[src/rtl/calc_host_seq.sv]
// Initiator-side sequencer for the two-operand calculator: takes commands on a
// valid/ready port, pulses Go, waits for a Done rising edge (or times out) and presents the result.
module calc_host_seq #(
  parameter int DW      = 3,
  parameter int OPW     = 2,
  parameter int TIMEOUT = 64,
  parameter int CNTW    = 8
) (
  input  logic            clk,
  input  logic            rst,
  input  logic            cmd_valid,
  output logic            cmd_ready,
  input  logic [OPW-1:0]  cmd_op,
  input  logic [DW-1:0]   cmd_a,
  input  logic [DW-1:0]   cmd_b,
  output logic            go,
  output logic [OPW-1:0]  op,
  output logic [DW-1:0]   in1,
  output logic [DW-1:0]   in2,
  input  logic            done,
  input  logic [DW-1:0]   result,
  output logic            res_valid,
  input  logic            res_ready,
  output logic [DW-1:0]   res_data,
  output logic [OPW-1:0]  res_op,
  output logic            res_err,
  output logic            busy,
  output logic [CNTW-1:0] op_count
);

  localparam int TW = (TIMEOUT > 2) ? $clog2(TIMEOUT) : 1;
  // Abort on the edge where the timer would step onto TIMEOUT-1.
  localparam logic [TW-1:0] TLAST = TW'(TIMEOUT - 2);

  typedef enum logic [1:0] {S_IDLE, S_ISSUE, S_WAIT, S_DRAIN} state_t;

  state_t        state;
  logic          done_q;
  logic [TW-1:0] timer;
  logic          done_rise;

  assign cmd_ready = (state == S_IDLE) && !res_valid;
  assign busy      = (state != S_IDLE);
  assign done_rise = done && !done_q;

  // NOTE: all state below uses non-blocking assignments so every branch sees pre-edge values.
  always_ff @(posedge clk or posedge rst) begin
    if (rst) begin
      state     <= S_IDLE;
      // NOTE: done_q resets high so a Done held across reset is never taken as a fresh edge.
      done_q    <= 1'b1;
      timer     <= '0;
      go        <= 1'b0;
      op        <= '0;
      in1       <= '0;
      in2       <= '0;
      res_valid <= 1'b0;
      res_data  <= '0;
      res_op    <= '0;
      res_err   <= 1'b0;
      op_count  <= '0;
    end else begin
      done_q <= done;
      if (res_valid && res_ready) res_valid <= 1'b0;

      case (state)
        S_IDLE: begin
          if (cmd_valid && cmd_ready) begin
            op    <= cmd_op;
            in1   <= cmd_a;
            in2   <= cmd_b;
            go    <= 1'b1;
            state <= S_ISSUE;
          end
        end
        S_ISSUE: begin
          go    <= 1'b0;
          timer <= '0;
          state <= S_WAIT;
        end
        S_WAIT: begin
          if (done_rise) begin
            res_data  <= result;
            res_op    <= op;
            res_err   <= 1'b0;
            res_valid <= 1'b1;
            op_count  <= op_count + 1'b1;
            state     <= S_DRAIN;
          end else if (timer == TLAST) begin
            timer     <= timer + 1'b1;
            res_data  <= '0;
            res_op    <= op;
            res_err   <= 1'b1;
            res_valid <= 1'b1;
            state     <= S_DRAIN;
          end else begin
            timer <= timer + 1'b1;
          end
        end
        S_DRAIN: begin
          // The calculator must fall back to idle before the next Go.
          if (!done) begin
            timer <= '0;
            state <= S_IDLE;
          end
        end
        default: state <= S_IDLE;
      endcase
    end
  end

endmodule

[config.mk]
export PLATFORM = sky130hd
export DESIGN_NAME = calc_host_seq
export DESIGN_NICKNAME = d
export VERILOG_FILES = /design/src/rtl/calc_host_seq.sv
export SDC_FILE = /design/constraint.sdc
export NUM_CORES = 1
export LEC_CHECK = 0
export ABC_AREA = 0
export CAP_MARGIN = 15
export CORE_ASPECT_RATIO = 0.6
export CORE_UTILIZATION = 45
export CTS_CLUSTER_DIAMETER = 150
export CTS_CLUSTER_SIZE = 40
export DETAILED_ROUTE_END_ITERATION = 6
export DONT_BUFFER_PORTS = 1
export GPL_TIMING_DRIVEN = 0
export SETUP_SLACK_MARGIN = 0.05
export SLEW_MARGIN = 15
export SYNTH_ARGS = -nofsm -noshare
export SYNTH_HDL_FRONTEND = slang
export SYNTH_SLANG_ARGS = --single-unit
[constraint.sdc]
create_clock -name clk -period 1.6 [get_ports clk]
set_input_delay 0.16 -clock clk [delete_from_list [all_inputs] [get_ports clk]]
set_output_delay 0.16 -clock clk [all_outputs]
set_load 0.1 [all_outputs]
# --- Word level (Yosys, flattened, before mapping) ---
# Index checks and enable logic that the tools add are counted.
op_classes:
  muxes: 20
  n_eq_ne: 8
  addsub: 2
  n_reduce_logical: 17
ops:
  columns: ["op", "n"]
  rows:
  - ["6-bit one-hot mux with 3 select lines", 1]
  - ["2-bit 2-to-1 mux", 6]
  - ["6-bit 2-to-1 mux", 2]
  - ["8-bit by 1-bit adder with 8-bit output, second input constant", 1]
  - ["2-bit one-hot mux with 4 select lines", 1]
  - ["2-bit AND reduction", 4]
  - ["1-bit 2-to-1 mux", 7]
  - ["6-bit by 1-bit adder with 6-bit output, second input constant", 1]
  - ["6-bit == test, second input constant", 1]
  - ["3-bit 2-to-1 mux", 2]
  - ["3-bit AND reduction", 2]
  - ["2-bit nonzero test", 3]
  - ["2-bit == test, second input constant", 2]
  - ["1-bit logical AND", 4]
  - ["2-bit != test, second input constant", 2]
  - ["3-bit != test, second input constant", 1]
  - ["3-bit nonzero test", 1]
  - ["2-bit by 1-bit == test with 1-bit output, second input constant", 1]
  - ["1-bit zero test", 2]
  - ["2-bit zero test", 1]
  - ["2-bit by 1-bit != test with 1-bit output, second input constant", 1]
  - ["1-bit one-hot mux with 2 select lines", 1]
totals:
  inputBits: 16
  word_cells: 59
  output_inout_bits: 26
  register_bits: 33

# --- Longest topological paths before layout ---
# Gate-level depths: netlist of run 1.
logic_depth:
  depth_word: 5
  mapped_depth: 6
  depth_no_buf: 6

# --- Least setup slack after synthesis of run 1 ---
# Ideal clock, no wire load.
synth_timing:
  path_type: "register to register"
  from: "register state[0]"
  to: "register op[0]"
  t_required_ns: 1.474
  setup_ns: 0.126
  path_buffers: 0
  synth_period_minus_slack_ns: 3.495
  setup_slack_ns: -1.895
  stages_incl_launch_ff: 7
  arrival_time_ns: 3.369
  cell_sequence: "dfrtp_1 -> inv_1 -> ha_1 -> inv_1 -> nor2_1 -> nand2_1 -> mux2_2"
synth_via:
  elab_chain_cells: 4
synth_lines:
  columns: ["item", "line", "rtl"]
  rows:
  - ["start, declared", "37", "state_t state;"]
  - ["start signal, assigned", "49", "state <= S_IDLE;"]
  - ["start signal, assigned", "73", "state <= S_ISSUE;"]
  - ["start signal, assigned", "79", "state <= S_WAIT;"]
  - ["2-bit zero test", "42", "assign cmd_ready = (state == S_IDLE) && !res_valid;"]
  - ["1-bit logical AND", "42", null]
  - ["net cmd_ready", "12", "output logic cmd_ready,"]
  - ["1-bit logical AND", "68", "if (cmd_valid && cmd_ready) begin"]
  - ["2-bit AND reduction (no line)", null, null]
  - ["end signal, assigned", "69", "op <= cmd_op;"]
  - ["end, declared", "17", "output logic [OPW-1:0] op,"]
# The timed path passes the listed nets, and every way through them passes these cells.
# A chain may end at the register's enable or synchronous reset.

# --- Final worst setup path of run 1 ---
# Ends and elaborated chain as after synthesis.

==> results of run 1 <==
-- final cells by class --
| type | count | area share |
|---|---|---|
| Clock inverter | 2 | 0.00508 |
| Inverter | 8 | 0.0171 |
| Sequential cell | 33 | 0.423 |
| Tap cell | 42 | 0.0267 |
| Clock buffer | 6 | 0.0368 |
| Multi-Input combinational cell | 86 | 0.395 |
| Timing Repair Buffer | 21 | 0.0959 |
-- sequential cells by signal (all words and copies together) (netlist names) --
| register | cells |
|---|---|
| done_q | 1 |
| go | 1 |
| timer | 6 |
| op | 2 |
| res_valid | 1 |
| res_op | 2 |
| in2 | 3 |
| res_data | 3 |
| res_err | 1 |
| state | 2 |
| in1 | 3 |
| op_count | 8 |
-- metrics by stage --
stage	hold WS [ns]	util
after floorplan	0.164	-
after global placement	0.165	0.532
after detailed placement	0.165	0.532
after CTS	0.00781	0.628
after global routing	0.00711	0.656
final	-0.000777	0.656
-- worst paths after layout --
kind                                      start                 endpoint  cells after the start
max reg2reg                state[0]$_DFFE_PP0P_        op[0]$_DFFE_PP0P_                      6
max                        state[0]$_DFFE_PP0P_        op[0]$_DFFE_PP0P_                      6
min                                   result[2]  res_data[2]$_DFFE_PP0P_                      2
min reg2reg                timer[1]$_DFFE_PP0P_     timer[1]$_DFFE_PP0P_                      2
min in group asynchronous                   rst  op_count[6]$_DFFE_PP0P_                      2
max in group asynchronous                   rst  op_count[4]$_DFFE_PP0P_                      2
-- timing repair --
item | CTS | global route
endpoints found under the setup margin | 25 | 24
buffers inserted | 12 | 5
hold buffers | 5 | 0
pin swaps | 8 | 13
hold endpoints to repair | 36 | 0
gates resized for setup | 14 | 15
cloned | 1 | 0
-- metal layers --
layer | vias to the layer above | GRT usage | wire [um]
li1 | 495 | - | -
met1 | 546 | 0.239 | 1460
met2 | 45 | 0.353 | 1580
met3 | 6 | 0.0851 | 281
met4 | 0 | 0.0923 | 44
met5 | - | 0 | 0
-- worst max-delay path, delay by kind of cell (launching register included) --
| family | cells | cell delay [ns] |
|---|---|---|
| mux | 1 | 0.33 |
| fa+ha+maj | 1 | 0.13 |
| buf+inv | 2 | 0.54 |
| flops | 1 | 0.40 |
| simple gates | 2 | 0.93 |
-- cell usage after synthesis, types with 2 or more instances --
| library cell | count | area (sq um) |
|---|---|---|
| nand2_1 | 13 | 48.8 |
| o21ai_0 | 8 | 40.0 |
| nor2_2 | 2 | 12.5 |
| and3_1 | 3 | 18.8 |
| a21oi_1 | 2 | 10.0 |
| nor2_1 | 6 | 22.5 |
| xor2_1 | 4 | 35.0 |
| mux2_4 | 2 | 30.0 |
| inv_1 | 8 | 30.0 |
| dfrtp_1 | 32 | 801 |
| xnor2_1 | 6 | 52.6 |
| mux2_2 | 8 | 90.1 |
| ha_1 | 8 | 100 |
| nand4_1 | 4 | 25.0 |
| nand3_1 | 5 | 25.0 |
-- cell families after synthesis --
family / count (synthesis) / synth area share
and+or+nand+nor: 39 / 0.133
DFF: 33 / 0.554
AOI/OAI and AO/OA: 17 / 0.0762
muxes: 11 / 0.0879
xor gates and xnor gates: 10 / 0.0586
buffers and inverters: 9 / 0.0234
adders and majority gates: 8 / 0.0670
==> results.yml, run 1 <==
run_status:
  status: "finished with violations"
  violations: "negative hold slack, negative setup slack"
logic_synthesis:
  ys_types: 31
  synth_nets: 151
  postSynth.asyncResetShare: 1.00
  yosysWarnings: 0
  syn_area_sq_um: 1490
  synthCells: 127
  ys_seq_area_frac: 0.554
  synth-main-ff-cell: "dfrtp_1"
  syn_avg_cell_area_sq_um: 11.8
  synth_edf_count: 0
  ys_ff_latch: 33
place:
  detailed_place_hpwl_um: 2060
  dp.cells: 169
  dpl_worst_slack_ns: -0.927
  gp_congestion: 0.758
  place.port_buffers: 0
  placedInstanceArea_sq_um: 1600
timing:
  setup_viol: 15
  whs_ns: -0.000777
  min_period_ns: 2.46
  worst_slack_ns: -0.864
  timing.fmax_mhz: 406
  worst_pin_slew_ns: 0.978
  slew_viol_final: 0
  skew_ns: 0.00493
  tns_ns: -8.79
  finalHoldViolCount: 1
  fin_crit_sh: 1.54
  rsz0062_at_grt: "true"
  slew_headroom: 0.348
cts:
  insertion_delay_ns: 0.29
  numCtsBuffers: 5
  cts.clk_slew.worst_paths_ns: 0.07
  htreeDepth: 2
  root_buffer: "clkbuf_8"
  cts_max_path_buffers: 2
  cts_tree: "done"
  cts.sinks: 33
global_route:
  grt_pass1_wl_um: 5270
  overflow: 0
  grt_pass1_vias: 1116
  grt_max_degree: 34
  antenna_found_initial: 0
  grtUsageTotal: 0.207
die:
  die_h_um: 46.6
  rows: 15
  coreArea_sq_um: 3000
  die_w_um: 76.4
  pin_count: 42
  die-area_sq_um: 3560
  start_util: 0.498
detailed_routing:
  first_pass_iters: 7
  drc: 0
  drt-total-wl_um: 3370
  wl_per_cell_um: 17.0
  detail_route.iter0.violations: 31
  routed-via-count: 1092
  via_per_inst: 5.52
  antenna_left: 0
worst_setup_path:
  critPathKind: "reg -> reg"
  critPathArrivalTime_ns: 2.63
  critPathMaxStageDelay_ns: 0.77
  crit_path_end_kind: "flop"
  cp_max_fo: 5
  crit_slowest_cell: "nor2_4"
  crit_chain: "inv_2 > ha_4 > clkinvlp_4 > nor2_4 > nand2_4 > mux2_4"
  cp.required_ns: 1.77
  critPathLaunchType: "flop"
  reg2reg_setup_slack_ns: -0.86
flow_run:
  cap_viol_max_count: 0
final_layout:
  fin_area_sq_um: 1970
  seq_area_sq_um: 835
  final_cell_mix: "26 x dfrtp_1, 12 x nand2_1, 11 x buf_4"
  drive_gt1_frac: 0.410
  syn2layout_area_growth_pct: 31.9
  multiInputGateArea_sq_um: 778
  final_nets: 179
  nFillCells: 243
  layoutNonFillerInstCount: 198
  final_common_cell: "dfrtp_1"
  diodes: 0
worst_hold_path:
  hp-class: "in -> reg"
Power of run 1 is not shown: default switching activity piles up to over one toggle a cycle in this logic, so the estimate is an artifact.
==> run 2: changes to the inputs <==
==> constraint.sdc (replaced) <==
create_clock -name clk -period 1.6 [get_ports clk]
set_input_delay 0.16 -clock clk [delete_from_list [all_inputs] [get_ports clk]]
set_output_delay 0.16 -clock clk [all_outputs]
set_load 0.005 [all_outputs]
==> run 2 against run 1 <==
Net effect: the flow now finishes without violations; non-clock buffer count is 6 lower; cell count is 3.0% lower; maximum frequency is 60% higher; core utilization is 3.7 points lower; clock skew is 0.0019 ns higher; critical endpoint is now res_op[1]$_DFFE_PP0P_.
==> results.yml, run 2 (synthesis gave the netlist of run 1 again) <==
detailed_routing:
  drt-total-wl_um: 3150
  first_pass_iters: 4
  routed-via-count: 1027
  drc: 0
  antenna_left: 0
  detail_route.iter0.violations: 62
  via_per_inst: 5.35
  wl_per_cell_um: 16.4
final_layout:
  largest_reg_flops: 8
  layoutNonFillerInstCount: 192
  final_nets: 173
  regMostFlops: "op_count"
  nFillCells: 250
  final_cell_mix: "31 x dfrtp_1, 12 x nand2_1, 10 x buf_4"
  drive_gt1_frac: 0.367
  top_regs: "op_count: 8 flops, timer: 6 flops"
  utilization: 0.620
  final_common_cell: "dfrtp_1"
  diodes: 0
  syn2layout_area_growth_pct: 24.5
worst_setup_path:
  crit_chain: "inv_2 > ha_4 > and3_4 > buf_6 > nor2_4 > mux2_4"
  crit_slowest_cell: "dfrtp_1"
  critPathArrivalTime_ns: 1.72
  rr_worst_depth: 6
  startpoint: "state[0]$_DFFE_PP0P_"
  critPathMaxStageDelay_ns: 0.40
  crit_path_end_kind: "flop"
  r2r_start: "state[0]$_DFFE_PP0P_"
  critPathLaunchType: "flop"
  cp.required_ns: 1.78
  cp_max_fo: 6
  critPathKind: "reg -> reg"
cts:
  root_buffer: "clkbuf_8"
  cts.clk_slew.worst_paths_ns: 0.07
  cts.sinks: 33
  htreeDepth: 2
  insertion_delay_ns: 0.29
  cts_max_path_buffers: 2
  numCtsBuffers: 5
  cts_tree: "done"
run_status:
  status: "completed"
global_route:
  grt_pass1_wl_um: 4740
  antenna_found_initial: 0
  grtUsageTotal: 0.191
  overflow: 0
  grt_pass1_vias: 1007
  grt_max_degree: 34
die:
  start_util: 0.498
  die_w_um: 76.4
  die_h_um: 46.6
  rows: 15
  pin_count: 42
  die-area_sq_um: 3560
  coreArea_sq_um: 3000
timing:
  skew_ns: 0.00683
  rsz0062_at_grt: "true"
  timing.fmax_mhz: 649
  setup_viol: 0
  whs_ns: 0.00459
  tns_ns: 0
  finalHoldViolCount: 0
  slew_headroom: 0.551
  slew_viol_final: 0
  fin_crit_sh: 0.963
  worst_pin_slew_ns: 0.672
  min_period_ns: 1.54
power:
  power_w: 0.00320
  leakagePower_nw: 0.857
  peakVddDrop_uv: 1070
  power.density_nw_per_um2: 1720
worst_hold_path:
  min-delay-start: "result[0]"
  hold_depth: 2
  hp-class: "in -> reg"
place:
  dp.cells: 169
  place.port_buffers: 0
  detailed_place_hpwl_um: 1980
  gp_congestion: 0.719
flow_run:
  cap_viol_max_count: 0
run 2: worst max-delay path, delay by kind of cell (launching register included):
kind / cells / cell delay [ns]
adder cells (fa/ha/maj): 1 / 0.20
buffers and inverters: 2 / 0.22
flip-flops: 1 / 0.40
multiplexers: 1 / 0.31
AND/OR/NAND/NOR: 2 / 0.29
run 2: stage by stage:
step	instance area (sq um)	setup WS [ns]
2_1_floorplan	1500	0.0788
3_3_place_gp	1550	-0.0722
3_5_place_dp	1550	-0.125
4_1_cts	1760	0.0103
5_1_grt	1860	-0.0100
6_report	1860	0.0596
run 2: layout make-up:
type,count,area (sq um),share of cell area
clock inverters,2,10.0,0.00538
clock buffers,6,72.6,0.0390
flip-flops and latches,33,828,0.445
repair buffers,14,115,0.0619
plain buffers,1,11.3,0.00605
multi-input cells,86,738,0.397
inverters,8,32.5,0.0175
well taps,42,52.6,0.0282
run 2: worst paths after layout:
| kind | to | slack (ns) |
|---|---|---|
| setup / recovery | res_op[1]$_DFFE_PP0P_ | 0.06 |
| min in group asynchronous | op_count[7]$_DFFE_PP0P_ | 0.43 |
| setup reg to reg | res_op[1]$_DFFE_PP0P_ | 0.06 |
| max in group asynchronous | state[1]$_DFFE_PP0P_ | 0.69 |
| hold reg to reg | op_count[7]$_DFFE_PP0P_ | 0.50 |
| hold / removal | res_data[0]$_DFFE_PP0P_ | 0.005 |
run 2: what timing repair did:
item / CTS / global route
hold buffers: 4 / 0
pin swaps: 3 / 5
endpoints found under the setup margin: 21 / 10
hold endpoints to repair: 35 / 0
gates cloned: 1 / 0
resized for setup: 16 / 11
setup buffers: 3 / 7
run 2: layer usage:
metal	part of all wire	global-route usage	wire length, um	up-vias
li1	-	-	-	481
met2	0.44	0.310	1390	35
met3	0.061	0.0832	193	9
met5	0	0	0	-
met4	0.022	0.108	68	0
met1	0.48	0.220	1500	502
run 2: report_power, final:
| group | switching, W | internal (W) | leakage [nW] |
|---|---|---|---|
| registers | 0.000277 | 0.00112 | 0.420 |
| clock network | 0.000307 | 0.000301 | 0.0450 |
| logic | 0.000574 | 0.000620 | 0.392 |
Note: power is estimated with default switching activity, not from simulation.
